### config.mk
export PLATFORM = sky130hd
export DESIGN_NAME = jtag_scan_sequencer_flat
export DESIGN_NICKNAME = d
export VERILOG_FILES = /design/src/rtl/jtag_types_pkg.sv /design/src/rtl/jtag_scan_sequencer_if.sv /design/src/rtl/jtag_tap_model.sv /design/src/rtl/jtag_scan_sequencer.sv /design/src/flat_wrapper.sv
export SDC_FILE = /design/constraint.sdc
export NUM_CORES = 1
export LEC_CHECK = 0
export ABC_AREA = 1
export ABC_CLOCK_PERIOD_IN_PS = 4880
export BUFFER_PORTS_ARGS = -buffer_cell sky130_fd_sc_hd__buf_2
export CAP_MARGIN = 30
export CORE_ASPECT_RATIO = 1.75
export CORE_UTILIZATION = 40
export CTS_CLUSTER_SIZE = 30
export DETAILED_ROUTE_END_ITERATION = 10
export PLACE_DENSITY = 0.67
export SLEW_MARGIN = 20
export SYNTH_ARGS = -nofsm -noshare
export SYNTH_HDL_FRONTEND = slang
export SYNTH_SLANG_ARGS = --single-unit
### constraint.sdc
create_clock -name TCK -period 4.88 [get_ports TCK]
set_input_delay 0 -clock TCK [delete_from_list [all_inputs] [get_ports TCK]]
set_output_delay 0 -clock TCK [all_outputs]
set_load 0.02 [all_outputs]
### src/rtl/jtag_types_pkg.sv
// jtag_types_pkg: TAP state and scan-command types, plus the IEEE 1149.1 TAP transition function
package jtag_types_pkg;
  typedef enum logic [3:0] {
    TEST_LOGIC_RESET, RUN_TEST_IDLE,
    SELECT_DR_SCAN, CAPTURE_DR, SHIFT_DR, EXIT1_DR, PAUSE_DR, EXIT2_DR, UPDATE_DR,
    SELECT_IR_SCAN, CAPTURE_IR, SHIFT_IR, EXIT1_IR, PAUSE_IR, EXIT2_IR, UPDATE_IR
  } state_t;
  typedef enum logic [1:0] {OP_RESET, OP_IDLE, OP_IR, OP_DR} seq_op_t;
  typedef enum logic [2:0] {S_INIT, S_READY, S_WALK, S_SHIFT, S_EXIT, S_RUN, S_RESP} seq_state_t;
  localparam int INIT_TMS_ONES = 5;
  function automatic state_t tap_next(state_t s, logic tms);
    case (s)
      TEST_LOGIC_RESET: return tms ? TEST_LOGIC_RESET : RUN_TEST_IDLE;
      RUN_TEST_IDLE:    return tms ? SELECT_DR_SCAN : RUN_TEST_IDLE;
      SELECT_DR_SCAN:   return tms ? SELECT_IR_SCAN : CAPTURE_DR;
      CAPTURE_DR:       return tms ? EXIT1_DR : SHIFT_DR;
      SHIFT_DR:         return tms ? EXIT1_DR : SHIFT_DR;
      EXIT1_DR:         return tms ? UPDATE_DR : PAUSE_DR;
      PAUSE_DR:         return tms ? EXIT2_DR : PAUSE_DR;
      EXIT2_DR:         return tms ? UPDATE_DR : SHIFT_DR;
      UPDATE_DR:        return tms ? SELECT_DR_SCAN : RUN_TEST_IDLE;
      SELECT_IR_SCAN:   return tms ? TEST_LOGIC_RESET : CAPTURE_IR;
      CAPTURE_IR:       return tms ? EXIT1_IR : SHIFT_IR;
      SHIFT_IR:         return tms ? EXIT1_IR : SHIFT_IR;
      EXIT1_IR:         return tms ? UPDATE_IR : PAUSE_IR;
      PAUSE_IR:         return tms ? EXIT2_IR : PAUSE_IR;
      EXIT2_IR:         return tms ? UPDATE_IR : SHIFT_IR;
      UPDATE_IR:        return tms ? SELECT_DR_SCAN : RUN_TEST_IDLE;
      default:          return TEST_LOGIC_RESET;
    endcase
  endfunction
endpackage

### src/rtl/jtag_scan_sequencer_if.sv
// jtag_scan_sequencer_if: command/response handshake ports of the scan sequencer
interface jtag_scan_sequencer_if
  import jtag_types_pkg::*;
#(parameter int MAX_LEN = 32);
  localparam int LEN_W = $clog2(MAX_LEN + 1);
  logic cmd_valid, cmd_ready;
  seq_op_t cmd_op;
  logic [LEN_W-1:0] cmd_len;
  logic [MAX_LEN-1:0] cmd_data;
  logic rsp_valid, rsp_ready, rsp_err;
  logic [MAX_LEN-1:0] rsp_data;
  modport master (output cmd_valid, cmd_op, cmd_len, cmd_data, rsp_ready,
                  input cmd_ready, rsp_valid, rsp_data, rsp_err);
  modport slave (input cmd_valid, cmd_op, cmd_len, cmd_data, rsp_ready,
                 output cmd_ready, rsp_valid, rsp_data, rsp_err);
endinterface

### src/rtl/jtag_tap_model.sv
// jtag_tap_model: cycle-exact registered mirror of the TAP controller state
module jtag_tap_model
  import jtag_types_pkg::*;
(
  input  logic   TCK,
  input  logic   TRST,
  input  logic   tms,
  output state_t tap_state
);
  always_ff @(posedge TCK) tap_state <= TRST ? TEST_LOGIC_RESET : tap_next(tap_state, tms);
endmodule

### src/rtl/jtag_scan_sequencer.sv
// jtag_scan_sequencer: turns scan commands into TMS/TDI streams and returns captured TDO.
// JTAG_SEQ_TDO_CAPTURE_EN enables TDO capture into rsp_data; otherwise rsp_data is 0.
module jtag_scan_sequencer
  import jtag_types_pkg::*;
#(parameter int MAX_LEN = 32)
(
  input  logic   TCK,
  input  logic   TRST,
  jtag_scan_sequencer_if.slave bus,
  output logic   tms,
  output logic   tdi,
  input  logic   tdo,
  output state_t tap_state,
  output logic   busy
);
  localparam int LEN_W = $clog2(MAX_LEN + 1);
  localparam int CNT_W = LEN_W > 3 ? LEN_W : 3;
  seq_state_t state, nxt;
  seq_op_t op;
  logic [CNT_W-1:0] cnt;
  logic [LEN_W-1:0] idx, len;
  logic [MAX_LEN-1:0] data;
  logic err, cmd_init, fire, last, bad_len, is_ir;
  jtag_tap_model u_tap (.TCK(TCK), .TRST(TRST), .tms(tms), .tap_state(tap_state));
  assign fire = bus.cmd_valid && bus.cmd_ready;
  assign is_ir = op == OP_IR;
  assign last = idx == len - 1'b1;
  assign bad_len = bus.cmd_len == '0 || bus.cmd_len > LEN_W'(MAX_LEN);
  assign busy = state != S_READY;
  assign bus.cmd_ready = state == S_READY && tap_state == RUN_TEST_IDLE;
  assign bus.rsp_valid = state == S_RESP;
  assign bus.rsp_err = err;
  // WALK/EXIT steer TMS from the mirrored TAP state rather than a step counter
  always_comb begin
    nxt = state;
    tms = 1'b0;
    tdi = 1'b0;
    case (state)
      S_INIT: begin
        tms = cnt < CNT_W'(INIT_TMS_ONES);
        if (cnt == CNT_W'(INIT_TMS_ONES)) nxt = cmd_init ? S_RESP : S_READY;
      end
      S_READY: if (fire) nxt = bus.cmd_op == OP_RESET ? S_INIT :
                               bus.cmd_op == OP_IDLE ? (bus.cmd_len == '0 ? S_RESP : S_RUN) :
                               bad_len ? S_RESP : S_WALK;
      S_WALK: begin
        tms = tap_state == RUN_TEST_IDLE || (is_ir && tap_state == SELECT_DR_SCAN);
        if (tap_state inside {CAPTURE_DR, CAPTURE_IR}) nxt = S_SHIFT;
      end
      S_SHIFT: begin
        tms = last;
        tdi = data[0];
        if (last) nxt = S_EXIT;
      end
      S_EXIT: begin
        tms = tap_state inside {EXIT1_DR, EXIT1_IR};
        if (tap_state inside {UPDATE_DR, UPDATE_IR}) nxt = S_RESP;
      end
      S_RUN: if (cnt == CNT_W'(len) - 1'b1) nxt = S_RESP;
      S_RESP: if (bus.rsp_ready) nxt = S_READY;
      default: nxt = S_INIT;
    endcase
  end
  always_ff @(posedge TCK) begin
    if (TRST) begin
      state <= S_INIT;
      cnt <= '0;
      idx <= '0;
      op <= OP_RESET;
      len <= '0;
      data <= '0;
      err <= 1'b0;
      cmd_init <= 1'b0;
    end else begin
      state <= nxt;
      cnt <= nxt != state ? '0 : cnt + 1'b1;
      idx <= state == S_SHIFT ? idx + 1'b1 : '0;
      data <= state == S_SHIFT ? data >> 1 : data;
      if (fire) begin
        op <= bus.cmd_op;
        len <= bus.cmd_len;
        data <= bus.cmd_data;
        cmd_init <= bus.cmd_op == OP_RESET;
        err <= bus.cmd_op inside {OP_IR, OP_DR} && bad_len;
      end
    end
  end
`ifdef JTAG_SEQ_TDO_CAPTURE_EN
  logic [MAX_LEN-1:0] cap;
  always_ff @(posedge TCK) begin
    if (TRST || fire) cap <= '0;
    else if (state == S_SHIFT) cap <= cap | (MAX_LEN'(tdo) << idx);
  end
  assign bus.rsp_data = cap;
`else
  logic unused_tdo;
  assign unused_tdo = tdo;
  assign bus.rsp_data = '0;
`endif
endmodule

### src/flat_wrapper.sv
// flat-port wrapper written by rule: the top's interface ports become plain ports
module jtag_scan_sequencer_flat import jtag_types_pkg::*;
#(parameter int MAX_LEN = 32)
  (TCK, TRST, tms, tdi, tdo, tap_state, busy, bus_cmd_valid, bus_cmd_op, bus_cmd_len, bus_cmd_data, bus_rsp_ready, bus_cmd_ready, bus_rsp_valid, bus_rsp_data, bus_rsp_err);
  jtag_scan_sequencer_if #(.MAX_LEN(MAX_LEN)) bus_i ();
  input  logic TCK;
  input  logic TRST;
  output logic tms;
  output logic tdi;
  input  logic tdo;
  output state_t tap_state;
  output logic busy;
  input wire logic [$bits(bus_i.cmd_valid)-1:0] bus_cmd_valid;
  input wire logic [$bits(bus_i.cmd_op)-1:0] bus_cmd_op;
  input wire logic [$bits(bus_i.cmd_len)-1:0] bus_cmd_len;
  input wire logic [$bits(bus_i.cmd_data)-1:0] bus_cmd_data;
  input wire logic [$bits(bus_i.rsp_ready)-1:0] bus_rsp_ready;
  output wire logic [$bits(bus_i.cmd_ready)-1:0] bus_cmd_ready;
  output wire logic [$bits(bus_i.rsp_valid)-1:0] bus_rsp_valid;
  output wire logic [$bits(bus_i.rsp_data)-1:0] bus_rsp_data;
  output wire logic [$bits(bus_i.rsp_err)-1:0] bus_rsp_err;
  assign bus_i.cmd_valid = bus_cmd_valid;
  assign bus_i.cmd_op = bus_cmd_op;
  assign bus_i.cmd_len = bus_cmd_len;
  assign bus_i.cmd_data = bus_cmd_data;
  assign bus_i.rsp_ready = bus_rsp_ready;
  assign bus_cmd_ready = bus_i.cmd_ready;
  assign bus_rsp_valid = bus_i.rsp_valid;
  assign bus_rsp_data = bus_i.rsp_data;
  assign bus_rsp_err = bus_i.rsp_err;
  jtag_scan_sequencer #(.MAX_LEN(MAX_LEN)) u_core (.TCK(TCK), .TRST(TRST), .bus(bus_i), .tms(tms), .tdi(tdi), .tdo(tdo), .tap_state(tap_state), .busy(busy));
endmodule
Word-level counts from Yosys, hierarchy flattened
Cells that the tools add are included. Widths: inputs -> output; s select.

Register bits: 61. Bits in latches: 0. Bits in writable memories: 0. ROM bits: 0. Input bits: 45. Output and inout bits: 42. Logic and storage cells: 95. Memories: 0.

Add/subtract/negate cells: 3. Multiply operators: 0. Div/mod/pow operators: 0. $lt $le $gt $ge: 2. Equality and inequality tests: 30. Shift operators: 0. Muxes and demuxes: 30. Bitwise logic cells: 1. Reductions and logical operators: 20.

Operators with widths (count): $mux 32 (2); $pmux 4 s12 (1); $mux 3 (13); $eq 4x4->1 const B (8); $pmux 3 s7 (1); $eq 4x3->1 const B (4); $mux 4 (4); $add 6x1->6 const B (2); $eq 6x6->1 (2); $reduce_bool 2->1 (5); $eq 3x3->1 const B (3); $eq 4x2->1 const B (2); $mux 2 (4); $reduce_or 2->1 (4); $eq 2x2->1 const B (3); $eq 3x2->1 const B (2); $eq 6x3->1 const B (1); $gt 6x6->1 const B (1); $logic_not 6->1 (1); $lt 6x3->1 const B (1); $sub 6x1->6 const B (1); $eq 4x1->1 const B (1); $logic_and 1x1->1 (4); $logic_not 4->1 (1); other kinds (11) (15).

Logic depth before layout (Yosys ltp)
Depth after elaboration: 9. Depth in mapped cells: 17.

Hierarchy
A second synthesis with hierarchy kept.

Cell total of the unflattened synthesis: 536. Area, all modules: 3638.5 um^2.

By module, submodules not included: jtag_scan_sequencer (instances 1, cells an instance 470, area each 3274.4 um^2); jtag_tap_model (instances 1, cells an instance 66, area each 364.1 um^2).

Worst setup path before layout
OpenSTA, ideal clock, no wires.

Kind: flip-flop to flip-flop. Start: register u_core.len[0]. End: register u_core.u_tap.tap_state[1]. Setup time: 0.128 ns. Data arrival time: 1.847 ns. Required time: 4.752 ns. Slack: 2.905 ns. Cell stages (with the launch flop): 18. Path through: dfxtp_1 inv_2 buf_6 ha_1 inv_1 nand2_1 nand3_1 nand2_1 nor2_1 nand2_1 nor2_1 nand3_2 nand2_2 inv_2 nand2_1 nand2_1 nor2_1 nor2_1.

Cells in the longest elaborated chain, start to end: 5. Elaborated cells between the ends (all ways): 11.

RTL lines: from (decl) (line jtag_scan_sequencer.sv:21) `logic [LEN_W-1:0] idx, len;`; from (signal assigned) (line jtag_scan_sequencer.sv:81) `len <= bus.cmd_len;`; $sub 6x1->6 (*) (line jtag_scan_sequencer.sv:27) `assign last = idx == len - 1'b1;`; $eq 6x6->1 (*) (line jtag_scan_sequencer.sv:27); $pmux 1 s4 (*) (line jtag_scan_sequencer.sv:38) `case (state)`; named net tms (line flat_wrapper.sv:8) `output logic tms;`; $mux 2, or another cell as far along; $pmux 4 s12 (*) (line jtag_types_pkg.sv:12) `case (s)`; to (signal assigned) (line jtag_tap_model.sv:10) `always_ff @(posedge TCK) tap_state <= TRST ? TEST_LOGIC_RESET : tap_next(tap_state, tms);`; to (decl) (line jtag_tap_model.sv:8) `output state_t tap_state`.

The timed path passes the listed nets; every way through them passes the cells marked *. A chain may end at the register's enable or synchronous reset.

Worst setup path after layout
Start: register u_core.len[0]. End: output tms.

Cells in the longest elaborated chain, start to end: 3.

RTL lines (line): $sub 6x1->6 (jtag_scan_sequencer.sv:27); $eq 6x6->1 (jtag_scan_sequencer.sv:27); $pmux 1 s4 (jtag_scan_sequencer.sv:38); to (decl) (flat_wrapper.sv:8).

Every way passes these cells.

==> metrics.txt <==
Synth Cell Area=3610 um2; setup violators final=0; cells after synthesis=544; VDD IR max=0.196 mV; Async S/R FF share, synth=0%; Hold Path Class=in2reg; period utilisation layout=47.6%; CP required=4.88 ns; CP endpoint kind=primary output; post-synth top area share=33.8%; count of cell types in the netlist=40; minimum clock period=2.32 ns; Sum Neg Setup Slack=0 ns; initial core utilization=41.4%; ranking of synthesized cells by area=dfxtp_1, nand2_1, buf_4; Peak Freq=431 MHz; number of I/O pins=87; total number of vias=3611; total setup buffers inserted after CTS=0; Min-Delay Endpoint=u_core.len[3]$_SDFFE_PP0N_; post-CTS sizing=0; final hold vios=0; Synth Register Bits=61; DRC violations left=0; Post-synth EDFFs=0; CP max FO=11; antenna cell count=0; DIE WIDTH=73.9 um; Vias/cell=4.85; NumNets Final=676; first-pass GRT wire length=15000 um; die height=128 um; R2R Path Start=u_core.state[0]$_SDFF_PP0_; hold depth=3; outcome=completed; pwr dens=268 nW/um2; TritonCTS Buffers=9; Synth warnings=0; clock-pin slew of the registers on the worst-case setup and hold paths=0.05 ns; reg2reg setup slack=2.58 ns; Synth Flop Type=dfxtp_1; CTS root buf=clkbuf_16; GRT overflow=0; PortBufs=53; final WL=9100 um; vias in the first global route=3475; largest net degree at the start of global routing=39; Worst Skew=0.00561 ns; CTS max path bufs=2; ANT nets after route=0; Hold Startpoint=bus_cmd_len[3]; Tot GR Track Use=20.4%; most frequent cells in the layout=nand2_1, dfxtp_1, buf_2, nor2_1, inv_1; initial DRC count=143; worst-margin pin slew=0.941 ns; pins over their slew limit=0; layout cells sized above 1=15.6%; Worst EP arrival=2.32 ns; # rows=45; # Max-Cap Violations=0; initial antenna violation count=0; Pleak=1.88 nW; RSZ-0062 raised after global routing=no; TritonRoute pass-1 iters=5; Avg Cell Area, Syn=6.64 um2; TritonCTS clock tree=done; Area growth syn-to-layout=22.9%; hold slack=0.0103 ns; worst r2r path cells=8; die area=9440 um2; htree depth=3; Core ar.=8730 um2; RR Endpoint=u_core.data[7]$_SDFFE_PP0P_; cell taking the most area after synthesis=dfxtp_1; critical path class=reg2out; sequential fraction of the synthesis area=33.8%; clock insertion delay at the later pin of the skew report=0.32 ns; max_slew headroom=37.2%; most common cell after layout, fill and taps aside=nand2_1; GP Congestion=0.896; DPL Wire Length=6440 um; DR WL/cell=12.2 um; Setup crit start kind=flop; clock sinks=61
==> worst max-delay path, cell delays in order (launching register included) <==
cell and delay, ns:
dfxtp_1 0.43, inv_2 0.16, ha_1 0.29, inv_1 0.09, nand2_1 0.07, nand3_1 0.11, nand2_1 0.05, nor2_1 0.08
nand2_1 0.05, nor2_1 0.14, nand3_2 0.15, nand2_2 0.18, buf_2 0.19
==> how the worst max path moves through the flow <==
stage / from / endpoint / slack [ns]
after floorplan: u_core.len[0]$_SDFFE_PP0N_ / u_core.u_tap.tap_state[1]$_SDFF_PP0_ / 2.91
after global placement: u_core.len[0]$_SDFFE_PP0N_ / u_core.cnt[2]$_SDFF_PP0_ / 2.63
after detailed placement: u_core.state[0]$_SDFF_PP0_ / u_core.data[13]$_SDFFE_PP0P_ / 2.61
after CTS: u_core.len[0]$_SDFFE_PP0N_ / tms / 2.53
after global routing: u_core.state[0]$_SDFF_PP0_ / u_core.data[7]$_SDFFE_PP0P_ / 2.31
final: u_core.len[0]$_SDFFE_PP0N_ / tms / 2.56
==> cell usage after synthesis (2+ instances only) <==
master / count
o21ai_0: 16
clkbuf_1: 14
nor2_4: 2
dfxtp_1: 61
a21oi_2: 2
buf_6: 2
inv_4: 3
nor3_1: 8
nand3b_1: 2
a21oi_1: 19
a31oi_1: 31
nor2_1: 49
nand2_1: 174
nand2_2: 6
ha_1: 5
nand3_2: 5
inv_1: 45
buf_4: 33
nor2_2: 2
inv_2: 4
xor2_1: 4
nand2_4: 2
nand4_1: 6
nand3_1: 32
o21ai_1: 2
==> state kept, by name, indices dropped and copies added (netlist names) <==
register	count
u_core.cnt	6
u_core.bus.rsp_err	1
u_core.idx	6
u_core.state	3
u_core.data	32
u_core.u_tap.tap_state	4
u_core.op	2
u_core.len	6
u_core.cmd_init	1
==> timing repair <==
item / CTS / global route
hold endpoints to repair: 38 / 0
hold buffers: 37 / 0
setup endpoints to repair: 0 / 0
==> metal layers <==
metal	track usage [%]	share of wire, %	vias to the layer above
met1	21.7	41	1639
met5	0	0	-
met4	9.62	2.7	0
li1	-	-	1854
met2	36.5	52	99
met3	5.27	3.7	19
==> final cells by class <==
cell class	count	area (um2)
sequential	61	1220
tap	117	146
clock inverter	2	12.5
fill	861	4280
clock buffer	11	243
multi-input combinational	410	1970
inverter	53	211
timing repair buffer	91	643
==> cell families after synthesis <==
logic type,synth area share [%]
and+or+nand+nor,36.1
buffers and inverters,15.0
AOI/OAI and AO/OA,12.0
DFF,33.8
xor gates and xnor gates,1.21
adders and majority gates,1.73
other,0.104
==> through the flow <==
step | cell area [um2] | power (mW) | utilization [%] | instances | worst slack, ns
floorplan | 3730 | 0.609 | - | 575 | 2.91
global route | 4440 | 1.25 | 50.9 | 745 | 2.31
CTS | 4440 | 1.21 | 50.9 | 745 | 2.53
global placement | 3820 | 0.622 | 43.8 | 695 | 2.63
detailed placement | 3820 | 0.623 | 43.8 | 695 | 2.61
finish | 4440 | 1.19 | 50.9 | 745 | 2.56
==> where the power goes <==
group | switching, mW | total, mW | internal, mW
sequential | 0.00853 | 0.513 | 0.504
clock | 0.208 | 0.555 | 0.347
combinational | 0.0731 | 0.124 | 0.0509
total | 0.289 | 1.19 | 0.902
Power figures use the tool's default switching activity.
